[config.mk]
export PLATFORM = sky130hd
export DESIGN_NAME = ula_arbiter
export DESIGN_NICKNAME = d
export VERILOG_FILES = /design/src/rtl/ula_arbiter.sv
export SDC_FILE = /design/constraint.sdc
export NUM_CORES = 1
export LEC_CHECK = 0
export CORE_MARGIN = 3
export CORE_UTILIZATION = 38
export CTS_BUF_LIST = sky130_fd_sc_hd__clkbuf_8
export DETAILED_ROUTE_END_ITERATION = 10
export PLACE_DENSITY_LB_ADDON = 0.05
export SETUP_SLACK_MARGIN = 0.4
export SLEW_MARGIN = 0
export SYNTH_ARGS = -nofsm -noshare
export SYNTH_HDL_FRONTEND = slang
export SYNTH_SLANG_ARGS = --single-unit
[constraint.sdc]
create_clock -name clk -period 2.3 [get_ports clk]
set_clock_uncertainty 0.2 [all_clocks]
set_input_delay 0.46 -clock clk [delete_from_list [all_inputs] [get_ports clk]]
set_output_delay 0.46 -clock clk [all_outputs]
set_load 0.02 [all_outputs]
[src/rtl/ula_arbiter.sv]
// rtl/ula_arbiter.sv - two-requester valid/ready arbiter in front of one shared combinational ULA
//
// Purpose:
//   Requester 0 (main datapath) and requester 1 (address/branch unit) share one ULA.
//   One operation is in flight at a time: IDLE -> EXEC -> RESP -> IDLE.
//   The operation is accepted in IDLE and drives the ULA for one cycle (EXEC).
//   The registered result/zero flag are then returned to the owning requester (RESP).
//
// Configuration:
//   ULA_ARB_FIXED_PRIO_EN - when defined, requester 0 wins every tie (requester 1 can starve).
//                           Default (undefined): ties are resolved round-robin.
//
// Ports:
//   clk, rst_n                 clock (rising edge), asynchronous active-low reset
//   req_valid[1:0]/req_ready   per-requester operation handshake (req_ready combinational)
//   reqN_in1/in2/op/shamt      operands of requester N, sampled only at the accept edge
//   alu_in1/in2/op/shamt       to the shared ULA, always the latched operation
//   alu_result/alu_zero        from the shared ULA
//   rsp_valid[1:0]/rsp_ready   per-requester response handshake (one-hot or zero)
//   rsp_result/rsp_zero        registered ULA result and zero flag
module ula_arbiter #(
    parameter int W   = 32,
    parameter int OPW = 4,
    parameter int SHW = 5
) (
    input  logic           clk,
    input  logic           rst_n,
    input  logic [1:0]     req_valid,
    output logic [1:0]     req_ready,
    input  logic [W-1:0]   req0_in1,
    input  logic [W-1:0]   req0_in2,
    input  logic [OPW-1:0] req0_op,
    input  logic [SHW-1:0] req0_shamt,
    input  logic [W-1:0]   req1_in1,
    input  logic [W-1:0]   req1_in2,
    input  logic [OPW-1:0] req1_op,
    input  logic [SHW-1:0] req1_shamt,
    output logic [W-1:0]   alu_in1,
    output logic [W-1:0]   alu_in2,
    output logic [OPW-1:0] alu_op,
    output logic [SHW-1:0] alu_shamt,
    input  logic [W-1:0]   alu_result,
    input  logic           alu_zero,
    output logic [1:0]     rsp_valid,
    input  logic [1:0]     rsp_ready,
    output logic [W-1:0]   rsp_result,
    output logic           rsp_zero
);

    typedef enum logic [1:0] {
        S_IDLE = 2'd0,
        S_EXEC = 2'd1,
        S_RESP = 2'd2
    } state_t;

    state_t         state;
    logic           last_grant;
    logic           id;
    logic [W-1:0]   in1_q;
    logic [W-1:0]   in2_q;
    logic [OPW-1:0] op_q;
    logic [SHW-1:0] shamt_q;

    logic           both;
    logic           winner;

    // A lone requester always wins; only a tie consults the priority policy.
    always_comb begin
        both = req_valid[0] & req_valid[1];
`ifdef ULA_ARB_FIXED_PRIO_EN
        winner = both ? 1'b0 : req_valid[1];
`else
        winner = both ? ~last_grant : req_valid[1];
`endif
        req_ready = 2'b00;
        if (state == S_IDLE && (|req_valid)) begin
            req_ready = winner ? 2'b10 : 2'b01;
        end
    end

    // The ULA sees the latched operation at all times, so its inputs only move at accept.
    assign alu_in1   = in1_q;
    assign alu_in2   = in2_q;
    assign alu_op    = op_q;
    assign alu_shamt = shamt_q;

    always_ff @(posedge clk or negedge rst_n) begin
        if (!rst_n) begin
            state      <= S_IDLE;
            last_grant <= 1'b1;
            id         <= 1'b0;
            in1_q      <= '0;
            in2_q      <= '0;
            op_q       <= '0;
            shamt_q    <= '0;
            rsp_result <= '0;
            rsp_zero   <= 1'b0;
            rsp_valid  <= 2'b00;
        end else begin
            case (state)
                S_IDLE: begin
                    if (|req_valid) begin
                        id         <= winner;
                        last_grant <= winner;
                        in1_q      <= winner ? req1_in1   : req0_in1;
                        in2_q      <= winner ? req1_in2   : req0_in2;
                        op_q       <= winner ? req1_op    : req0_op;
                        shamt_q    <= winner ? req1_shamt : req0_shamt;
                        state      <= S_EXEC;
                    end
                end
                S_EXEC: begin
                    rsp_result <= alu_result;
                    rsp_zero   <= alu_zero;
                    rsp_valid  <= id ? 2'b10 : 2'b01;
                    state      <= S_RESP;
                end
                S_RESP: begin
                    // Only the owner's rsp_ready matters; going back through IDLE
                    // means no new accept in the cycle the response is consumed.
                    if (rsp_ready[id]) begin
                        rsp_valid <= 2'b00;
                        state     <= S_IDLE;
                    end
                end
                default: begin
                    state <= S_IDLE;
                end
            endcase
        end
    end

endmodule
==> results of run 1 <==
cells by family after synthesis:
family	Yosys count	synth area share, %
buffers and inverters	42	4.768
AO/OA/AOI/OAI	155	27.73
AND/OR/NAND/NOR	114	9.433
flip-flops	112	58.07
metal layers:
metal	global-route usage (%)	up-vias	part of all wire, %
met2	40.18	211	49
met3	8.134	30	9.2
met1	28.84	2253	39
met4	9.051	0	2.7
met5	0	-	0
li1	-	2127	-
cell usage in the layout, fill, tap and decap left out, types with 2 or more instances in the layout:
cell type | synthesis | layout
dlygate4sd2_1 | 0 | 109
nor2_4 | 0 | 2
dfrtp_1 | 111 | 110
buf_6 | 7 | 3
clkbuf_8 | 0 | 10
clkinvlp_4 | 0 | 3
buf_12 | 0 | 6
clkdlybuf4s50_1 | 0 | 182
a21oi_1 | 3 | 3
o21a_1 | 75 | 75
clkinv_4 | 0 | 3
buf_16 | 0 | 2
buf_4 | 0 | 7
nor2b_1 | 3 | 2
a221o_1 | 73 | 73
nand2_1 | 102 | 102
worst min-delay path, stage by stage, from the launching register on:
cell	delay, ns
dfrtp_1	0.35
nand2_1	0.05
nand2_1	0.05
power groups by stage:
stage	logic [uW]	registers [uW]	clock network, uW
floorplan	2390	4610	0
global placement	6220	3480	0
detailed placement	6360	3510	0
CTS	5960	3470	1150
global route	6380	3600	1220
finish	5930	3470	1110
through the flow:
step                      util [%]  instance area (sq um)  setup TNS [ns]  setup WS, ns
final                        66.37                   8105               0        0.2506
after global routing         66.37                   8105               0        0.2260
after detailed placement     65.02                   7940          -5.377       -0.1482
after floorplan                  -                   4828               0        0.4858
after CTS                    66.17                   8080               0        0.2390
after global placement       65.02                   7940          -3.663       -0.1499
what timing repair did:
item,4_1_cts,5_1_grt
pin swaps,0,2
resized for setup,128,7
hold buffers,1,0
setup endpoints to repair,183,89
hold endpoints to repair,18,0
setup buffers,1,0
gates cloned,2,0
sequential cells by signal (all words and copies together), names as in the netlist:
name / flops
alu_op: 4
last_grant: 1
rsp_result: 32
alu_in2: 32
rsp_zero: 1
id: 1
alu_shamt: 5
rsp_valid: 2
state: 2
alu_in1: 32
area by class of cell:
type                            instances  area, sq um
Timing Repair Buffer                  311         3062
Clock inverter                          7        57.56
Sequential cell                       112         2805
Tap cell                              168        210.2
Clock buffer                            9        123.9
Inverter                                2        10.01
Fill cell                            1061         4106
Multi-Input combinational cell        269         1837
worst max path at each step:
stage                         to  slack [ns]
detailed placement  req_ready[1]       -0.15
floorplan           req_ready[0]        0.49
global placement    req_ready[1]       -0.15
global route        req_ready[1]        0.23
CTS                 req_ready[1]        0.24
finish              req_ready[1]        0.25
==> metrics, run 1 <==
total number of yosys warnings 0; worst hold path type flop to flop; critical path's slowest cell clkdlybuf4s50_1; Antenna Cells 0; maximum buffer depth of the clock tree 2; Port Buffers 294; Worst Hold Path EP rsp_result[15]; number of iterations in the first detailed-routing pass 4; library cell with the largest summed area after synthesis dfrtp_1; slew at the pin with the worst max-slew slack 0.7359 ns; crit-path max FO 3; instance count along the most critical hold path 2; layout overhead on the synthesized area 67.87%; clock network power share 10.6%; via total after detailed routing 4621; Power, Total 10510 uW; number of distinct library cells after synthesis 22; Worst Path Class, Setup input pin to output port; run status complete, no violations; number of flops mapped to enable cells by yosys 0; most common library cells after synthesis dfrtp_1 (111), nand2_1 (102), o21a_1 (75), a221o_1 (73), buf_2 (16); share of synthesized flip-flops with an asynchronous set or reset 100.0%; starting utilization of the core area 39.54%; number of pins exceeding their max-slew limit in the final report 0; Via density 5.263; Post-Synthesis Net Count 608; fmax 488.0 MHz; height of the die 118.7 microns; Yosys top cell area share 57.53%; vias in the first global route 4948; kind of start point of the critical path input pin; Max-Slew Margin vs Limit 50.72%; fin crit period 2.049 ns; number of top-level design ports 295; GP Congestion 0.7596; number of buffers inserted during clock tree synthesis 9; number of cell rows 40; floorplan die area 14090 sq um; number of logic stages on the critical path including buffering 3; share of cells above drive strength 1 6.479%; average instance area after synthesis 11.41 sq um; R2R setup slack 0.41 ns; share of the cycle needed by the critical path after routing 89.10%; net switching component of the power 4503 uW; # DRC 0; detailed placer's ending HPWL 11940 microns; cell with the most instances after synthesis dfrtp_1; Max H-tree Level 3; Skew-Pair Late Insertion Delay 0.37 ns; leakage power figure 0.003743 uW; sum of routed wire length over all layers 17240 microns; final-layout worst hold slack 0.2773 ns; pin count of the biggest net entering global routing 74; sort of element at the end of the critical path output port; biggest cell delay along the critical path 0.57 ns; cells on worst reg2reg path 4; number of failing hold endpoints at the final stage 0; antenna violations before repair 0; power per standard cell area 1297 nW/um^2; RSZ-0062 raised after global routing true; clock root buffer clkbuf_8; CTS tree yes; part of the power in combinational logic 56.4%; cell types with the largest area share after synthesis dfrtp_1 (58%), a221o_1 (15%), o21a_1 (12%); buffers plus inverters on the worst setup path 2; first element of the critical path req_valid[1]; Wirelength per Cell 19.64 microns; clock transition at the registers of the reported paths 0.11 ns; proportion of power drawn by flip-flops and latches 33.0%; first-iteration detailed-routing DRC count 306; global routing usage summed across all routing layers 24.09%; number of nets at the end of the flow 890; family with the most delay on the worst path buffers and inverters; flops & latches, synth 112; Max IR drop VDD 532.0 uV; total instance count after detailed placement 858; non-filler cells in the finished layout 878; beginning of the worst hold path rsp_result[15]; commonest register cell after synthesis dfrtp_1; final setup fails 0; ANT nets after route 0; post-synth design cell area 4828 sq um; core region area 12210 sq um; Worst R2R Start state[1]; cell-internal power 6007 uW; chip width 118.7 microns; global-route wire length before repair 27070 microns; switch share 42.85%; Syn Inst Count 423; proportion of synthesized chip area in sequential cells 58.07%; total congestion overflow after global routing 0; arrival time of data at the critical path endpoint 1.39 ns; cells along the critical path clkdlybuf4s50_1 > and3_4 > buf_6; total number of clock tree sinks 112; number of max-cap violations 0; worst reg2reg path endpoint alu_in1[2]; required time worst endpoint 1.64 ns
Note: power is estimated with default switching activity, not from simulation.
==> run 2: changes to the inputs <==
==> constraint.sdc (replaced) <==
create_clock -name clk -period 2.3 [get_ports clk]
set_clock_uncertainty 0.2 [all_clocks]
set_input_delay 0.46 -clock clk [delete_from_list [all_inputs] [get_ports clk]]
set_output_delay 0.46 -clock clk [all_outputs]
set_load 0.005 [all_outputs]
==> run 2 against run 1 <==
Compared with the run above: wire length is 20% higher; sequential share of layout area down 2.8 points; non-clock buffer count grew 51; largest cell class unchanged; highest routed layer unchanged; largest power group unchanged; clock power grew 9%.
==> metrics, run 2 (synthesized netlist as in run 1, its figures left out) <==
floorplan die area 14090 sq um (unchanged); area of all sequential standard cells 2806 sq um (about the same); share of the cycle needed by the critical path after routing 85.42% (-3.7 points); GP Congestion 0.7863 (+3.5%); post-route design area 8816 sq um (+8.8%); fin crit period 1.965 ns (-0.08472 ns); number of buffers inserted during clock tree synthesis 9 (unchanged); net switching component of the power 3944 uW (-12%); arrival time of data at the critical path endpoint 1.30 ns (-0.09 ns); number of failing hold endpoints at the final stage 0 (unchanged); global-route wire length before repair 27230 microns (+0.61%); via total after detailed routing 5028 (+8.8%); kind of start point of the critical path flop; Antenna Cells 0 (unchanged); power per standard cell area 1253 nW/um^2 (-3.4%); chip width 118.7 microns (unchanged); switch share 35.70% (-7.1 points); utilization after layout 72.19% (+5.8 points); top library cells by usage in the layout, fill and taps aside clkdlybuf4s50_1 (181), dfrtp_1 (109), dlygate4sd2_1 (103); Filler Cells Inserted 941 (-11%); Via density 5.401 (+2.6%); total congestion overflow after global routing 0 (unchanged); run status complete, no violations; Skew-Pair Late Insertion Delay 0.37 ns (about the same); leakage power figure 0.004197 uW (+12%); number of pins exceeding their max-slew limit in the final report 0 (unchanged); Worst Path Class, Setup flop to output port; worst reg2reg path endpoint alu_in1[6]; number of nets at the end of the flow 943 (+6.0%); maximum buffer depth of the clock tree 2 (unchanged); Worst R2R Start last_grant; instance count along the most critical hold path 2 (unchanged); part of the power in combinational logic 57.7% (+1.3 points); RSZ-0062 raised after global routing true; total number of clock tree sinks 112 (unchanged); area taken by multi-input logic gates 1854 sq um (+0.95%); CTS tree yes; number of max-cap violations 0 (unchanged); ANT nets after route 0 (unchanged); core region area 12210 sq um (unchanged); leading cell type in the layout, fill and taps excluded clkdlybuf4s50_1; first-iteration detailed-routing DRC count 367 (+20%); sort of element at the end of the critical path output port; Max IR drop VDD 566.5 uV (+6.5%); Place WS -0.06072 ns (+0.08752 ns); proportion of power drawn by flip-flops and latches 31.4% (-1.6 points); antenna violations before repair 0 (unchanged); share of cells above drive strength 1 13.11% (+6.6 points); vias in the first global route 5007 (+1.2%); crit-path max FO 3 (unchanged); Max-Slew Margin vs Limit 59.41% (+8.7 points); smallest setup slack after layout 0.3353 ns (+0.08472 ns); number of iterations in the first detailed-routing pass 4 (unchanged); worst hold path type flop to flop; pin count of the biggest net entering global routing 113 (+53%); cell-internal power 7102 uW (+18%); number of top-level design ports 295 (unchanged); beginning of the worst hold path rsp_result[17]; Port Buffers 294 (unchanged); clock network power share 10.9% (+0.3 points); R2R setup slack 0.42 ns (about the same); # DRC 0 (unchanged); Power, Total 11050 uW (+5.1%); fmax 509.0 MHz (+4.3%); starting utilization of the core area 39.54% (unchanged); layout overhead on the synthesized area 82.59%; clock root buffer clkbuf_8; Wirelength per Cell 22.24 microns (+13%); Max H-tree Level 3 (unchanged); slew at the pin with the worst max-slew slack 0.6089 ns (-0.1270 ns); Worst Hold Path EP rsp_result[17]; sum of routed wire length over all layers 20710 microns (+20%); detailed placer's ending HPWL 11910 microns (-0.23%); area post-placement 7943 sq um (about the same); height of the die 118.7 microns (unchanged); required time worst endpoint 1.64 ns (about the same); number of cell rows 40 (unchanged); cells on worst reg2reg path 8 (+4); global routing usage summed across all routing layers 24.42% (+0.34 points); clock transition at the registers of the reported paths 0.10 ns (about the same); final setup fails 0 (unchanged)
-- run 2: cell count changes in the layout (fill, tap and decap cells not counted), moves of 2 or more --
cell            change
clkbuf_16          +12
buf_6              +10
clkinv_4            -2
dlymetal6s2s_1      +7
clkinv_2            +4
clkinvlp_4          -3
buf_4              +27
dlygate4sd2_1       -6
or2_4               +2
-- run 2: layer usage --
layer  GRT usage, %  share of wire, %  up-vias
met2          40.57                49      271
met5              0                 0        -
met3          8.038               8.8       55
met4          10.43               3.7        0
met1          29.00                39     2460
li1               -                 -     2242
-- run 2: how the worst max path moves through the flow --
stage               cells past startpoint          from  slack, ns           end
CTS                                     4    last_grant       0.31  req_ready[0]
floorplan                               4    last_grant       0.60  req_ready[0]
finish                                  4    last_grant       0.34  req_ready[0]
global route                            4    last_grant       0.26  req_ready[0]
global placement                        4  req_valid[0]      -0.06  req_ready[1]
detailed placement                      4  req_valid[0]      -0.06  req_ready[1]
-- run 2: power groups by stage --
| stage | Combinational (uW) | Sequential [uW] | Clock, uW |
|---|---|---|---|
| floorplan | 2390 | 3560 | 0 |
| global placement | 5130 | 3500 | 0 |
| detailed placement | 5270 | 3520 | 0 |
| CTS | 5200 | 3460 | 1230 |
| global route | 6820 | 3580 | 1300 |
| finish | 6370 | 3470 | 1210 |
-- run 2: what timing repair did --
item	4_1_cts	5_1_grt
resized for setup	120	23
endpoints found under the hold margin	37	0
pin swaps	1	57
gates cloned	2	25
buffers inserted	20	7
endpoints found under the setup margin	107	95
hold buffers	1	0
-- run 2: metrics by stage --
stage               instances  setup TNS, ns  hold slack, ns
CTS                       899              0          0.2835
finish                    931              0          0.2784
floorplan                 423              0        -0.03559
global placement          860       -0.05588          0.2557
global route              931              0          0.2972
detailed placement        860        -0.1004          0.2611
-- run 2: layout make-up --
cell class | count | share of cell area [%]
timing repair buffer | 362 | 42.44
sequential | 112 | 31.83
multi-input combinational | 271 | 21.03
tap | 168 | 2.384
clock buffer | 10 | 1.561
clock inverter | 6 | 0.6670
inverter | 2 | 0.08515
-- run 2: worst max-delay path, cell delays in order, from the launching register on --
cell      delay (ns)
dfstp_2         0.57
nand2b_4        0.13
nand3_4         0.08
inv_2           0.07
buf_6           0.09
